--- src/rtl/cflog_write_sched.sv ---
// CFLog write scheduler: buffers (src, dest) entries in a small FIFO and writes each
// as two consecutive words into the shared log memory port, with flush and drain handshakes.
module cflog_write_sched #(
    parameter int unsigned LOG_SIZE   = 16'h0100,
    parameter int unsigned FIFO_DEPTH = 4
) (
    input  logic        clk,
    input  logic        puc,
    input  logic        ent_valid,
    input  logic [15:0] ent_src,
    input  logic [15:0] ent_dest,
    output logic        ent_ready,
    input  logic        sw_req,
    output logic        sw_grant,
    output logic        log_wen,
    output logic [15:0] log_addr,
    output logic [15:0] log_wdata,
    output logic [15:0] log_ptr,
    output logic        flush_req,
    input  logic        flush_ack,
    input  logic        drain_req,
    output logic        drain_done,
    output logic        overflow,
    output logic [2:0]  dbg_state
);

    localparam int AW = (FIFO_DEPTH > 1) ? $clog2(FIFO_DEPTH) : 1;
    localparam int CW = AW + 1;
    localparam logic [CW-1:0] DEPTH_C = CW'(FIFO_DEPTH);
    localparam logic [15:0]   LOG_END = 16'(LOG_SIZE);

    // Handshake: an entry moves only on a cycle where ent_valid & ent_ready are both
    // high; ent_ready depends on registered state only, never on ent_valid.
    typedef enum logic [2:0] {
        S_IDLE    = 3'd0,
        S_SW      = 3'd1,
        S_WR_SRC  = 3'd2,
        S_WR_DEST = 3'd3,
        S_FULL    = 3'd4
    } state_t;

    state_t          state_q;
    logic [15:0]     log_ptr_q;
    logic            overflow_q;
    logic [CW-1:0]   count_q, count_d;
    logic [AW-1:0]   rd_ptr_q, wr_ptr_q;
    logic [31:0]     mem_q [FIFO_DEPTH];
    logic [31:0]     head;
    logic            push, pop;

    assign ent_ready = (count_q != DEPTH_C);
    assign push      = ent_valid & ent_ready;
    assign pop       = (state_q == S_WR_DEST);
    assign head      = mem_q[rd_ptr_q];

    always_comb begin
        count_d = count_q;
        if (push && !pop) begin
            count_d = count_q + CW'(1);
        end else if (pop && !push) begin
            count_d = count_q - CW'(1);
        end
    end

    always_ff @(posedge clk) begin
        if (puc) begin
            count_q    <= '0;
            rd_ptr_q   <= '0;
            wr_ptr_q   <= '0;
            overflow_q <= 1'b0;
        end else begin
            count_q <= count_d;
            if (push) begin
                wr_ptr_q <= wr_ptr_q + AW'(1);
            end
            if (pop) begin
                rd_ptr_q <= rd_ptr_q + AW'(1);
            end
            if (ent_valid && !ent_ready) begin
                overflow_q <= 1'b1;
            end
        end
    end

    // Entry storage carries no reset; the count alone says what is valid.
    always_ff @(posedge clk) begin
        if (!puc && push) begin
            mem_q[wr_ptr_q] <= {ent_src, ent_dest};
        end
    end

    always_ff @(posedge clk) begin
        if (puc) begin
            state_q   <= S_IDLE;
            log_ptr_q <= '0;
        end else begin
            case (state_q)
                S_IDLE: begin
                    if (sw_req) begin
                        state_q <= S_SW;
                    end else if (count_q != '0) begin
                        state_q <= S_WR_SRC;
                    end
                end
                S_SW: begin
                    if (!sw_req) begin
                        state_q <= S_IDLE;
                    end
                end
                S_WR_SRC: begin
                    log_ptr_q <= log_ptr_q + 16'd1;
                    state_q   <= S_WR_DEST;
                end
                S_WR_DEST: begin
                    log_ptr_q <= log_ptr_q + 16'd1;
                    state_q   <= ((log_ptr_q + 16'd1) == LOG_END) ? S_FULL : S_IDLE;
                end
                S_FULL: begin
                    if (flush_ack) begin
                        log_ptr_q <= '0;
                        state_q   <= S_IDLE;
                    end
                end
                default: state_q <= S_IDLE;
            endcase
        end
    end

    // Memory-port outputs are a pure decode of the state register.
    assign log_wen    = (state_q == S_WR_SRC) || (state_q == S_WR_DEST);
    assign log_addr   = log_wen ? log_ptr_q : 16'd0;
    assign log_wdata  = (state_q == S_WR_SRC)  ? head[31:16] :
                        (state_q == S_WR_DEST) ? head[15:0]  : 16'd0;
    assign sw_grant   = (state_q == S_SW);
    assign flush_req  = (state_q == S_FULL);
    assign log_ptr    = log_ptr_q;
    assign overflow   = overflow_q;
    assign drain_done = drain_req && (count_q == '0) && (state_q == S_IDLE);
    assign dbg_state  = state_q;

endmodule

--- config.mk ---
export PLATFORM = sky130hd
export DESIGN_NAME = cflog_write_sched
export DESIGN_NICKNAME = d
export VERILOG_FILES = /design/src/rtl/cflog_write_sched.sv
export SDC_FILE = /design/constraint.sdc
export NUM_CORES = 1
export LEC_CHECK = 0
export CAP_MARGIN = 20
export CORE_MARGIN = 1.5
export CORE_UTILIZATION = 58
export CTS_CLUSTER_DIAMETER = 60
export CTS_CLUSTER_SIZE = 8
export DETAILED_ROUTE_END_ITERATION = 8
export PLACE_DENSITY = 0.9
export SYNTH_ARGS = -nofsm -noshare
export SYNTH_HDL_FRONTEND = slang
export SYNTH_SLANG_ARGS = --single-unit
--- constraint.sdc ---
create_clock -name clk -period 3.2 [get_ports clk]
set_clock_uncertainty 0.1 [all_clocks]
set_input_delay 0.32 -clock clk [delete_from_list [all_inputs] [get_ports clk]]
set_output_delay 0.32 -clock clk [all_outputs]
set_load 0.1 [all_outputs]
# After elaboration in Yosys (flattened, before gate mapping)
# Memories as Yosys holds them, arrays and structs flattened. A register that Yosys moved wholly into a read port is not among the register bits.
# Cells that the tools add are included.
# Widths: inputs -> output; s select.
dict set report classes {
  n_reduce_logical 19
  bitwise 1
  n_addsub 5
  n_eq_ne 9
  muxes 17
}
# cell count
set op_table {}
lappend op_table {{$mux 16} 4}
lappend op_table {{$pmux 16 s2} 1}
lappend op_table {{$mux 3} 7}
lappend op_table {{$add 16x1->16 const B} 1}
lappend op_table {{$eq 16x9->1 const B} 1}
lappend op_table {{$pmux 3 s5} 1}
lappend op_table {{$eq 3x2->1 const B} 2}
lappend op_table {{$logic_and 1x1->1} 6}
lappend op_table {{$logic_not 3->1} 2}
lappend op_table {{$ne 3x3->1 const B} 2}
lappend op_table {{$add 2x1->2 const B} 2}
lappend op_table {{$logic_not 1->1} 4}
lappend op_table {{$mux 2} 2}
lappend op_table {{$reduce_bool 2->1} 2}
lappend op_table {{$add 3x1->3 const B} 1}
lappend op_table {{$eq 3x1->1 const B} 1}
lappend op_table {{$eq 3x3->1 const B} 1}
lappend op_table {{$reduce_and 3->1} 1}
lappend op_table {{$reduce_bool 3->1} 1}
lappend op_table {{$sub 3x1->3 const B} 1}
lappend op_table {{$mux 1} 2}
lappend op_table {{$ne 2x1->1 const B} 1}
lappend op_table {{$ne 2x2->1 const B} 1}
lappend op_table {{$reduce_and 2->1} 1}
lappend op_table {{3 further kinds} 3}
dict set report totals {
  inputBits 38
  out_inout_bits 57
  ram_bits 128
  mem_count 1
  reg_bits 27
}
# memory depth word_bits read_ports rd_clocked_by_memory_dff wr line
set memory_table {}
lappend memory_table {mem_q 4 32 1 1 1 47} ;# logic [31:0] mem_q [FIFO_DEPTH];

# Longest topological paths before layout
dict set report logic_depth {
  ltp_word 6
  mapped_depth 10
  mapped_depth_nobuf 10
}

# Least setup slack after synthesis
# OpenSTA, ideal clock, no wires.
dict set report synth_timing {
  path_kind {flip-flop to flip-flop}
  start {reg state_q[2], in the netlist dbg_state[2]}
  end {reg log_ptr_q[9], in the netlist log_ptr[9]}
  required_time_ns 2.968
  setup_slack_ns -1.455
  arrival_time_ns 4.423
  path_stages_with_launch 6
  setup_ns 0.132
  n_path_buf 1
  cell_sequence {dfxtp_1 > nor3b_1 > a21oi_1 > clkbuf_1 > o21ai_0 > a21oi_1}
}
dict set report synth_via {
  word_cells_on_any_way 8
}
# item line
set synth_rtl {}
lappend synth_rtl {{from (decl)} 42} ;# state_t state_q;
lappend synth_rtl {{from (signal assigned)} 116} ;# state_q <= ((log_ptr_q + 16'd1) == LOG_END) ? S_FULL : S_IDLE;
lappend synth_rtl {{$eq 3x3->1 (*)} -}
lappend synth_rtl {{named net flush_req} 19} ;# output logic flush_req,
lappend synth_rtl {{$ne 2x1->1 (no line) / $reduce_bool 2->1 (equally long branches)} -}
lappend synth_rtl {{$reduce_and 2->1 (no line)} -}
lappend synth_rtl {{to (signal assigned)} 111} ;# log_ptr_q <= log_ptr_q + 16'd1;
lappend synth_rtl {{to (signal assigned)} 115} ;# log_ptr_q <= log_ptr_q + 16'd1;
lappend synth_rtl {{to (decl)} 43} ;# logic [15:0] log_ptr_q;
# The timed path passes the listed nets; every way through them passes the cells marked *.
# A chain may end at the register's enable or synchronous reset.

==> flow_metrics.tcl <==
set metrics [dict create \
    grt_usage_pct 26.0 \
    dr_total_vias 4161 \
    ys_ff_latch 157 \
    area_growth_pct 29.5 \
    maxSlewViolCount 0 \
    core-area_mm2 0.0110 \
    max_stage_delay_ps 660 \
    yosysSeqAreaShare_pct 66.9 \
    combPwrFrac_pct 17.1 \
    ant_nets 0 \
    start_util_pct 60.2 \
    clkPwrFrac_pct 37.6 \
    root_buffer "clkbuf_16" \
    drive_gt1_share_pct 25.0 \
    gp_congestion 0.890 \
    max_freq_mhz 354 \
    antenna_found_initial 0 \
    path_clk_slew_ps 70 \
    power.density_mw_per_mm2 619 \
    critPathTopFamily "multiplexers" \
    fill_cells 577 \
    worstRegToRegCells 6 \
    vias_per_cell 6.06 \
    slew_headroom_pct 26.9 \
    drcViolationCount 0 \
    synthCells 438 \
    critPathKind "reg2out" \
    cp_max_fo 20 \
    critical_path.endpoint "log_wdata[8]" \
    critical_path_buf_inv_count 2 \
    synth_nets 483 \
    cts_tree "built" \
    cts_num_sinks 157 \
    power_w 0.00530 \
    rsz0062_at_grt "false" \
    timing.rr.start "log_ptr[0]$_SDFFE_PP0P_" \
    switching_share_pct 28.1 \
    die_w_um 110 \
    hpwl_mm 8.59 \
    r2r_slack_ps 800 \
    synth_area_mm2 0.00661 \
    timing.max_cap.violations 0 \
    cts_made_buffers 17 \
    crit_chain "buf_12, mux4_2, mux2i_1, nor2_1, buf_12" \
    die_h_um 110 \
    startpoint_type "flop" \
    hp-class "reg2reg" \
    synth_area_leaders "edfxtp_1 (58%), mux4_2 (11%), dfxtp_1 (8.8%)" \
    hold_viol 0 \
    synth_area_per_cell_um2 15.1 \
    finalNetCount 579 \
    grt_pass1_wl_mm 22.5 \
    p_leak_nw 2.92 \
    worstSetupEndpointType "primary output" \
    internal_power_w 0.00381 \
    drt-wirelength-per-cell_um 21.1 \
    arrival_ps 2400 \
    grt_max_degree 38 \
    grt_pass1_vias 4164 \
    utilization_pct 78.0 \
    p_seq_share_pct 45.3 \
    crit_slowest_cell "dfxtp_2" \
    cts_setup_buffers 0 \
    dr.first_iter.drc_count 431 \
    wirelength_mm 14.5 \
    setup_viol 0 \
    fin_crit_sh_pct 88.3 \
    die_area_mm2 0.0121 \
    yosysWarningCount 0 \
    clockBufferDepth 2 \
    worstPathRequired_ps 2780 \
    overflow 0 \
    min_period_ps 2820 \
    status "finished, final reports clean" \
    h-tree-depth 4 \
    synthDistinctLibCells 44 \
    rows 38 \
    worst_pin_slew_ps 1100 \
    worst-path-stages 5 \
    r2r-end "dbg_state[2]$_SDFFE_PP0P_" \
    synth_top_cell_by_area "edfxtp_1" \
    post-synth-top-area-fraction_pct 58.1 \
    hold_buffers 0 \
    cpMostUsedCell "buf_12" \
    firstDrtPassIters 5 \
    ctsResizeCount 0 \
    vdd_drop_max_mv 0.524 \
    p_sw_w 0.00149 \
    clk_latency_ps 420 \
    diodes 0 \
    port_buffers 94 \
    io_pins 95 \
]
==> power groups by stage <==
stage,Sequential (W),Clock [W],Combinational [W]
after floorplan,0.00246,0,0.000555
after global placement,0.00242,0,0.000867
after detailed placement,0.00244,0,0.000891
after CTS,0.00240,0.00201,0.000908
after global routing,0.00241,0.00210,0.000957
final,0.00240,0.00199,0.000904
==> state kept, by name, summed over array words and instances (netlist names), named ones only <==
register / cells
wr_ptr_q: 2
dbg_state: 3
log_ptr: 16
count_q: 3
mem_q: 128
overflow: 1
rd_ptr_q: 2
==> stage by stage <==
stage	setup TNS, ps	std cells	area, µm²	hold WS (ps)	setup slack, ps
after floorplan	-6670	438	6620	319	-307
after global placement	0	655	7970	349	860
after detailed placement	0	655	7970	398	774
after CTS	0	687	8560	415	314
after global routing	0	687	8560	435	244
final	0	687	8560	420	376
==> worst min-delay path by stage <==
stage | startpoint | endpoint | slack (ps) | cells after the start
6_report | overflow$_SDFFE_PP0P_ | overflow$_SDFFE_PP0P_ | 420 | 2
5_1_grt | overflow$_SDFFE_PP0P_ | overflow$_SDFFE_PP0P_ | 430 | 2
4_1_cts | overflow$_SDFFE_PP0P_ | overflow$_SDFFE_PP0P_ | 410 | 2
3_5_place_dp | overflow$_SDFFE_PP0P_ | overflow$_SDFFE_PP0P_ | 400 | 2
3_3_place_gp | overflow$_SDFFE_PP0P_ | overflow$_SDFFE_PP0P_ | 350 | 2
2_1_floorplan | ent_dest[0] | mem_q[0][0]$_DFFE_PP_ | 320 | 0
==> logic make-up (layout without fill, tap and decap cells) <==
logic type	after synthesis	after routing	synth area share (%)
xor gates and xnor gates	8	8	1.06
adders and majority gates	7	7	1.44
muxes	50	50	13.6
and+or+nand+nor	134	134	10.5
DFF	157	157	66.9
buffers and inverters	35	144	2.23
AOI/OAI and AO/OA	47	47	4.28
==> cell type report <==
cell class / instances / area (µm²) / share of cell area, %
Clock buffer: 17 / 425 / 4.97
Clock inverter: 15 / 166 / 1.94
Inverter: 8 / 30.0 / 0.351
Multi-Input combinational cell: 246 / 2050 / 23.9
Sequential cell: 157 / 4430 / 51.7
Tap cell: 140 / 175 / 2.05
Timing Repair Buffer: 104 / 1290 / 15.1
==> cells in the mapped netlist, drive strengths merged <==
| master | instances |
|---|---|
| a311oi | 1 |
| o21a | 2 |
| and4 | 3 |
| a211oi | 2 |
| mux2i | 18 |
| o21ai | 14 |
| nand3b | 3 |
| xnor2 | 3 |
| dfxtp | 29 |
| xor2 | 5 |
| o31ai | 1 |
| inv | 8 |
| edfxtp | 128 |
| clkbuf | 13 |
| o21ba | 1 |
| and4b | 1 |
| buf | 14 |
| a21oi | 18 |
| ha | 6 |
| a22oi | 1 |
| nand4 | 5 |
| a31oi | 3 |
| nand2 | 15 |
| and2 | 18 |
| nor3b | 2 |
| or4 | 2 |
| fa | 1 |
| and3 | 4 |
| nor4 | 4 |
| mux4 | 32 |
| nand2b | 1 |
| or3 | 4 |
| nor2 | 51 |
| nand3 | 8 |
| nor3 | 8 |
| o221ai | 2 |
| nor2b | 2 |
| a41oi | 2 |
| or2 | 3 |
==> cell usage in the layout (no fill, tap or decap), types with 6 or more instances in the layout <==
cell type | netlist | final
buf_4 | 1 | 31
nor2_1 | 51 | 51
edfxtp_1 | 128 | 128
o21ai_0 | 14 | 14
nand2_1 | 15 | 15
ha_1 | 6 | 6
a21oi_1 | 18 | 18
buf_12 | 0 | 33
mux4_2 | 32 | 32
dfxtp_1 | 29 | 28
nand3_1 | 8 | 8
clkinv_4 | 0 | 6
clkbuf_16 | 0 | 17
mux2i_1 | 18 | 18
and2_1 | 18 | 18
inv_1 | 8 | 8
nor3_1 | 8 | 8
clkdlybuf4s50_1 | 0 | 40
==> metal layers <==
| metal | track usage [%] | vias to the layer above | routed length [µm] |
|---|---|---|---|
| met5 | 0 | - | 0 |
| met4 | 9.46 | 0 | 291 |
| met3 | 5.93 | 29 | 1020 |
| met2 | 44.2 | 209 | 7660 |
| met1 | 33.0 | 2054 | 5540 |
| li1 | - | 1869 | - |
==> worst register-to-register path, delay by kind of cell (launching register included) <==
| kind | cells | cell delay (ps) |
|---|---|---|
| muxes | 1 | 290 |
| and+or+nand+nor | 2 | 680 |
| adders and majority gates | 1 | 330 |
| AOI/OAI and AO/OA | 2 | 450 |
| DFF | 1 | 470 |
(Power assumes the default switching activity.)
